--- src/rtl/pipe_writeback.sv ---
// Result writeback stage: queues pipe results behind the external (load) writer
// and retires them in order into a 32-entry register file with a busy scoreboard.
module pipe_writeback #(
  parameter int WIDTH = 32,
  parameter int DEPTH = 4
) (
  input  logic                     clk,
  input  logic                     rst,
  input  logic                     issue_valid,
  input  logic [4:0]               issue_rd,
  input  logic                     res_valid,
  input  logic [WIDTH-1:0]         res_data,
  input  logic [4:0]               res_rd,
  input  logic                     ext_wr_en,
  input  logic [4:0]               ext_wr_rd,
  input  logic [WIDTH-1:0]         ext_wr_data,
  input  logic [4:0]               rd_a_addr,
  input  logic [4:0]               rd_b_addr,
  output logic [WIDTH-1:0]         rd_a_data,
  output logic [WIDTH-1:0]         rd_b_data,
  output logic                     rd_a_busy,
  output logic                     rd_b_busy,
  output logic                     fifo_full,
  output logic [$clog2(DEPTH):0]   fifo_count,
  output logic                     ovf
);

  localparam int AW = $clog2(DEPTH);
  localparam logic [AW:0] L_FULL = (AW+1)'(DEPTH);

  logic [WIDTH-1:0] r_rf     [32];
  logic [31:0]      r_busy;
  logic [4:0]       r_q_rd   [DEPTH];
  logic [WIDTH-1:0] r_q_data [DEPTH];
  logic [AW-1:0]    r_head;
  logic [AW-1:0]    r_tail;
  logic [AW:0]      r_count;
  logic             r_ovf;

  logic             w_res_ok;
  logic             w_full;
  logic             w_pop;
  logic             w_push;
  logic             w_ext;
  logic             w_wr_en;
  logic [4:0]       w_wr_addr;
  logic [WIDTH-1:0] w_wr_data;
  logic [4:0]       w_head_rd;
  logic [31:0]      w_busy_nxt;

  function automatic logic [WIDTH-1:0] read_port(
    input logic [4:0]       addr,
    input logic             wr_en,
    input logic [4:0]       wr_addr,
    input logic [WIDTH-1:0] wr_data,
    input logic [WIDTH-1:0] rf_val
  );
    if (addr == 5'd0)
      return '0;
    else if (wr_en && (wr_addr == addr))
      return wr_data;
    else
      return rf_val;
  endfunction

  assign w_res_ok  = res_valid && (res_rd != 5'd0);
  assign w_full    = (r_count == L_FULL);
  // The external writer owns the single write port; the FIFO drains only when it is idle.
  assign w_pop     = (r_count != '0) && !ext_wr_en;
  assign w_push    = w_res_ok && (!w_full || w_pop);
  assign w_ext     = ext_wr_en && (ext_wr_rd != 5'd0);
  assign w_head_rd = r_q_rd[r_head];

  assign w_wr_en   = w_ext || (w_pop && (w_head_rd != 5'd0));
  assign w_wr_addr = w_ext ? ext_wr_rd : w_head_rd;
  assign w_wr_data = w_ext ? ext_wr_data : r_q_data[r_head];

  // Clear from the retiring result first so a same-edge issue to that register wins.
  always_comb begin
    w_busy_nxt = r_busy;
    if (w_pop)
      w_busy_nxt[w_head_rd] = 1'b0;
    if (issue_valid)
      w_busy_nxt[issue_rd] = 1'b1;
    w_busy_nxt[0] = 1'b0;
  end

  always_ff @(posedge clk) begin
    if (rst) begin
      for (int i = 0; i < 32; i++)
        r_rf[i] <= '0;
      r_busy  <= '0;
      r_head  <= '0;
      r_tail  <= '0;
      r_count <= '0;
      r_ovf   <= 1'b0;
    end else begin
      if (w_wr_en)
        r_rf[w_wr_addr] <= w_wr_data;
      r_busy <= w_busy_nxt;
      if (w_push)
        r_tail <= r_tail + 1'b1;
      if (w_pop)
        r_head <= r_head + 1'b1;
      case ({w_push, w_pop})
        2'b10:   r_count <= r_count + 1'b1;
        2'b01:   r_count <= r_count - 1'b1;
        default: r_count <= r_count;
      endcase
      if (w_res_ok && w_full && !w_pop)
        r_ovf <= 1'b1;
    end
  end

  // Queue storage carries data only; occupancy is tracked by the control registers above.
  always_ff @(posedge clk) begin
    if (w_push) begin
      r_q_rd[r_tail]   <= res_rd;
      r_q_data[r_tail] <= res_data;
    end
  end

  assign rd_a_data  = read_port(rd_a_addr, w_wr_en, w_wr_addr, w_wr_data, r_rf[rd_a_addr]);
  assign rd_b_data  = read_port(rd_b_addr, w_wr_en, w_wr_addr, w_wr_data, r_rf[rd_b_addr]);
  assign rd_a_busy  = r_busy[rd_a_addr];
  assign rd_b_busy  = r_busy[rd_b_addr];
  assign fifo_full  = w_full;
  assign fifo_count = r_count;
  assign ovf        = r_ovf;

endmodule

--- config.mk ---
export PLATFORM = sky130hd
export DESIGN_NAME = pipe_writeback
export DESIGN_NICKNAME = d
export VERILOG_FILES = /design/src/rtl/pipe_writeback.sv
export SDC_FILE = /design/constraint.sdc
export NUM_CORES = 2
export LEC_CHECK = 0
export CAP_MARGIN = 10
export CORE_ASPECT_RATIO = 0.75
export CORE_MARGIN = 2
export CORE_UTILIZATION = 50
export DETAILED_ROUTE_END_ITERATION = 8
export DONT_BUFFER_PORTS = 1
export REMOVE_ABC_BUFFERS = 1
export SETUP_SLACK_MARGIN = 0.1
export SLEW_MARGIN = 20
export SYNTH_ARGS = -nofsm -noshare
export SYNTH_HDL_FRONTEND = slang
export SYNTH_SLANG_ARGS = --single-unit
--- constraint.sdc ---
create_clock -name clk -period 6.35 [get_ports clk]
set_input_delay 0.635 -clock clk [delete_from_list [all_inputs] [get_ports clk]]
set_output_delay 0.635 -clock clk [all_outputs]
set_load 0.01 [all_outputs]
# Yosys cells after proc, flatten, opt, wreduce, memory -nomap -nowiden

Memory sizes are Yosys's and may differ from the RTL's. A register that Yosys moved wholly into a read port is not among the register bits.
Cells that the tools add are included.

Input bits: 94
Logic and storage cells: 82
Memory bits (writable): 1172
Output and inout port bits: 71
Memories: 3
Flip-flop bits (word level): 40

Memory list:

| memory   | depth | bits a word | read ports | clocked after memory_dff | wr ports | RTL line | text |
|---|---|---|---|---|---|---|---|
| r_rf     | 32    | 32          | 2          | 0                        | 32       | 31       | `logic [WIDTH-1:0] r_rf [32];` |
| r_q_data | 4     | 32          | 1          | 1                        | 1        | 34       | `logic [WIDTH-1:0] r_q_data [DEPTH];` |
| r_q_rd   | 4     | 5           | 1          | 1                        | 1        | 33       | `logic [4:0] r_q_rd [DEPTH];` |

Bitwise gates (word level): 3
Equality and inequality tests: 5
Reduce and logical (&&, ||, !) cells: 24
Magnitude comparators: 6
Muxes and demuxes: 31
Add/sub/neg operators: 4

Operators by type and width:

| kind                | number |
|---|---|
| $mux 32             | 8 |
| $and 32x32->32      | 1 |
| $not 32->32         | 1 |
| $or 32x32->32       | 1 |
| $reduce_or 32->1    | 1 |
| $lt 5x6->1 const B  | 4 |
| $reduce_bool 5->1   | 3 |
| $mux 1              | 12 |
| $logic_and 1x1->1   | 11 |
| $bmux 1 s5          | 2 |
| $demux 1 s5         | 2 |
| $eq 5x5->1          | 2 |
| $ge 5x1->1 const B  | 2 |
| $logic_not 5->1     | 2 |
| $mux 5              | 2 |
| $mux 2              | 4 |
| $pmux 3 s2          | 1 |
| $add 2x1->2 const B | 2 |
| $add 3x1->3 const B | 1 |
| $eq 3x3->1 const B  | 1 |
| $logic_not 1->1     | 3 |
| $reduce_bool 3->1   | 1 |
| $sub 3x1->3 const B | 1 |
| $eq 2x1->1 const B  | 1 |
| 3 further kinds     | 4 |

# Depth between registers and ports, before layout

Depth in word-level cells: 9
Mapped depth: 12
Gate-level depth less buffers: 8

# Least setup slack after synthesis

No wires, ideal clock.

Kind: input port to flip-flop
From: in ext_wr_rd[0]
To: mem r_rf[11][0] (enable)
Data arrival time: 3.209 ns
Path slack: 2.753 ns
Library setup time: 0.388 ns
Stages on the path: 6
Data required time: 5.962 ns
Buffers on the path: 1
Path through: or4_1 -> buf_2 -> o211ai_1 -> nand2_1 -> nor4_1 -> a21o_1

RTL lines:

| element         | RTL line | text |
|---|---|---|
| start, declared | 15       | `input logic [4:0] ext_wr_rd,` |
| end, declared   | 31       |  |

==> summary.md <==
| Metric | Value |
|---|---|
| Slowest stage cell, crit path | dfxtp_2 |
| Register area share after synthesis | 0.574 |
| Worst Hold Path EP | r_rf[0][23] |
| Post-Syn Area | 0.0627 mm² |
| Initial antenna violation count | 5 |
| Reg2Reg Depth | 8 |
| Pleak | between 20 and 25 nW |
| CTS tree | done |
| Post-Route Setup TNS | 0 ns |
| Crit path launch type | flop |
| Via count | 40,800 |
| Post-CTS sizing | 0 |
| Pre-antenna DRT Iters | 6 |
| Root buffer cell | clkbuf_16 |
| Crit path top cell by count | buf_4 |
| Largest net degree at the start of global routing | 268 |
| Worst hold path depth | 0 |
| DRC violations left | 0 |
| Worst Path Max Fanout | 27 |
| Syn_area_per_cell | 14.2 µm² |
| Worst Hold Launch | rst |
| GRT Total Usage | 0.319 |
| Initial Util | 0.504 |
| Grt total ovfl | 0 |
| Hold slack | 0.0803 ns |
| Final Hold Violating Endpoints | 0 |
| Post-synthesis simple-gate area fraction | 0.116 |
| Slowest cell delay on critical path | 0.89 ns |
| Global-route wire length before repair | 292,000 µm |
| Post-synth cell types | 54 |
| Clock-pin slew on the worst setup and hold paths | 0.06 ns |
| H-tree Lvls | 3 |
| Worst-Skew Late Latency | around 0.75 ns |
| DIE WIDTH | 413 µm |
| Post-Layout Cell Count | 6,092 |
| Rows | 112 |
| Antenna-violating nets left | 0 |
| Synth async-reset ratio | 0 |
| Arrival @ worst endpoint | 4.54 ns |
| Clock sink count | ~1,200 |
| Share of layout cells above drive strength 1 | 0.231 |
| Clock skew | around 0.024 ns |
| Sw power | 0.00576 W |
| Area growth syn-to-layout | 8.53% |
| Core ar. | 0.124 mm² |
| Yosys reg bits | 1,213 |
| Full die area | 0.128 mm² |
| DPL Wire Length | 117,000 µm |
| Max Transition Viols Final | 0 |
| Setup CP Type | flop to output pin |
| Cell Int Power | approximately 0.015 W |
| Min Tclk post-route | 5.18 ns |
| Average vias per placed instance | 6.69 |
| RePlAce Congestion | 0.834 |
| Fin crit share | 0.815 |
| Sw Ratio | 0.284 |
| Wire per inst | 33.6 µm |
| Die Y | 311 µm |
| Final core occ | 0.547 |
| Reg2Reg Capture Point | r_rf[7][7] |
| Sequential Power Share | 0.470 |
| Main combinational cell family by area after synthesis | multiplexers |
| Max Cap Viol | 0 |
| Worst endpoint required time | 5.71 ns |
| Combinational fraction of design power | 0.176 |
| Fraction of the mapped netlist area in adder cells | 0.00112 |
| Power, Total | between 0.02 and 0.025 W |
| Vias in the first global route | roughly 40,000 |
| Post-CTS Setup Repair Bufs | 0 |
| Synth Instances | 4,409 |
| Worst-margin pin slew | roughly 1.4 ns |
| Status | finished clean |
| EDFF count, synth | roughly 1,200 |
| Clk pwr share | 0.354 |
| Nets | 4,437 |
| # hold bufs at CTS | 37 |
| Max Freq | 193 MHz |
| Mux share of post-synthesis cell area | 0.245 |
| Xor-xnor portion of the synthesized cell area | 0.00126 |
| Max_slew headroom | 0.0809 |
| Buf/Inv on CP | 2 |
| Hold Crit Class | input port to flop |
| Critical path endpoint category | output pin |
| Top_reg_cell synth | edfxtp_1 |
| Routed WL | 204,000 µm |
| Critical path's top delay family | buffers and inverters |
| Cells after DPL | between 5,000 and 6,000 |
| Pwr Density | slightly below 300 mW/mm² |
| Maximum root-to-sink buffer count | 3 |
| Max VDD drop | between 0.2 and 0.3 mV |
| Post-synthesis compound-gate area fraction | 0.0235 |
| Critical path cell sequence | buf_4 -> mux4_2 -> or3_4 -> nor4_4 -> a211oi_1 -> nand4b_1 -> buf_4 -> mux2_2 |
| Setup violators final | 0 |
| RSZ-0062 raised after global routing | no |
| Reg2reg setup slack | 1.75 ns |
| Buffers on Ports | 0 |
| I/O pin total | about 170 |
| DR iter-0 viols | around 6,300 |
| Synth warn | 0 |
| CTS Buf Count | 120 |
[worst reg2reg max path, cell delays in order (launching register included)]
cell     delay, ns
dfxtp_2       0.89
buf_4         0.51
mux4_2        0.47
or3_4         0.40
nor4_4        0.20
or2_1         0.32
or4_4         0.89
buf_12        0.51
nor2_1        0.16
[logic make-up after synthesis]
group	after synthesis
compound gates	231
xor+xnor	9
fa+ha+maj	5
buf+inv	408
flops	1213
mux	746
other cells	1
simple gates	1796
[sequential cells by signal (all words and copies together), names as in the netlist, named ones only]
| name | cells |
|---|---|
| r_rf | 1024 |
| r_q_data | 128 |
| r_busy | 31 |
| r_q_rd | 20 |
| fifo_count | 3 |
| r_head | 2 |
| r_tail | 2 |
| ovf | 1 |
[layout by cell type (no fill, tap or decap), types with 5 or more instances in the layout]
cell,n
conb_1,32
clkbuf_1,30
clkinv_1,23
edfxtp_1,1172
nand3b_1,31
nor3_1,36
bufinv_16,10
nor2_2,20
a21o_4,6
clkinv_2,25
mux2_2,38
mux2i_1,79
xnor2_1,8
a21oi_1,38
buf_4,86
nor2_1,993
dlygate4sd3_1,37
inv_1,40
dfxtp_1,39
o21ai_0,38
inv_6,5
clkbuf_16,125
nor3_4,7
nand2_1,589
a21boi_0,5
a21o_2,25
mux4_2,629
a211oi_1,36
buf_12,13
nand3_1,45
o22ai_1,64
and2_1,32
[area by class of cell]
type | count | area [µm²]
Inverter | 46 | 185
Sequential cell | 1213 | 36000
Fill cell | 10200 | 56400
Tap cell | 1653 | 2070
Clock inverter | 64 | 561
Multi-Input combinational cell | 2819 | 24600
Antenna cell | 1 | 2.50
Clock buffer | 158 | 3280
Timing Repair Buffer | 138 | 1330
[worst max path at each step]
stage / endpoint / start / depth (start not counted)
finish: rd_a_data[25] / flop / 8
global placement: r_rf[19][3] / flop / 8
detailed placement: r_rf[3][12] / flop / 8
CTS: rd_b_data[28] / flop / 8
global route: rd_a_data[25] / flop / 8
floorplan: r_rf[10][0] / flop / 6
[metrics by stage]
stage / instance area [µm²] / worst slack [ns]
final: 68000 / 1.17
after global routing: 68000 / 0.998
after CTS: 68000 / 1.17
after detailed placement: 63700 / 1.82
after global placement: 63700 / 1.89
after floorplan: 60600 / -1.53
[power groups by stage]
stage               clock [W]  sequential, W  combinational [W]
finish                0.00718        0.00954            0.00358
CTS                   0.00721        0.00954            0.00348
floorplan                   0        0.00963            0.00205
global route          0.00750        0.00959            0.00372
detailed placement          0        0.00971            0.00344
global placement            0        0.00968            0.00343
[cell usage after synthesis (32+ instances only)]
library cell	instances	share of area
mux2_2	38	0.0068
o21ai_0	38	0.0030
nor3_1	37	0.0030
and2_1	36	0.0036
buf_2	75	0.0060
nor2_1	993	0.059
a21o_1	32	0.0038
o22ai_1	64	0.0064
mux2i_1	79	0.013
a211oi_1	36	0.0043
nand2_1	592	0.035
edfxtp_1	1172	0.56
inv_1	42	0.0025
mux4_2	629	0.23
clkbuf_1	144	0.0086
buf_1	33	0.0020
dfxtp_1	41	0.013
a21oi_1	38	0.0030
nand3_1	45	0.0036
buf_6	93	0.017
[metal layers]
metal	part of all wire	global-route usage
met1	0.39	0.461
met2	0.46	0.485
met3	0.11	0.0662
met4	0.037	0.108
met5	0.00034	0
Note: power is estimated with default switching activity, not from simulation.
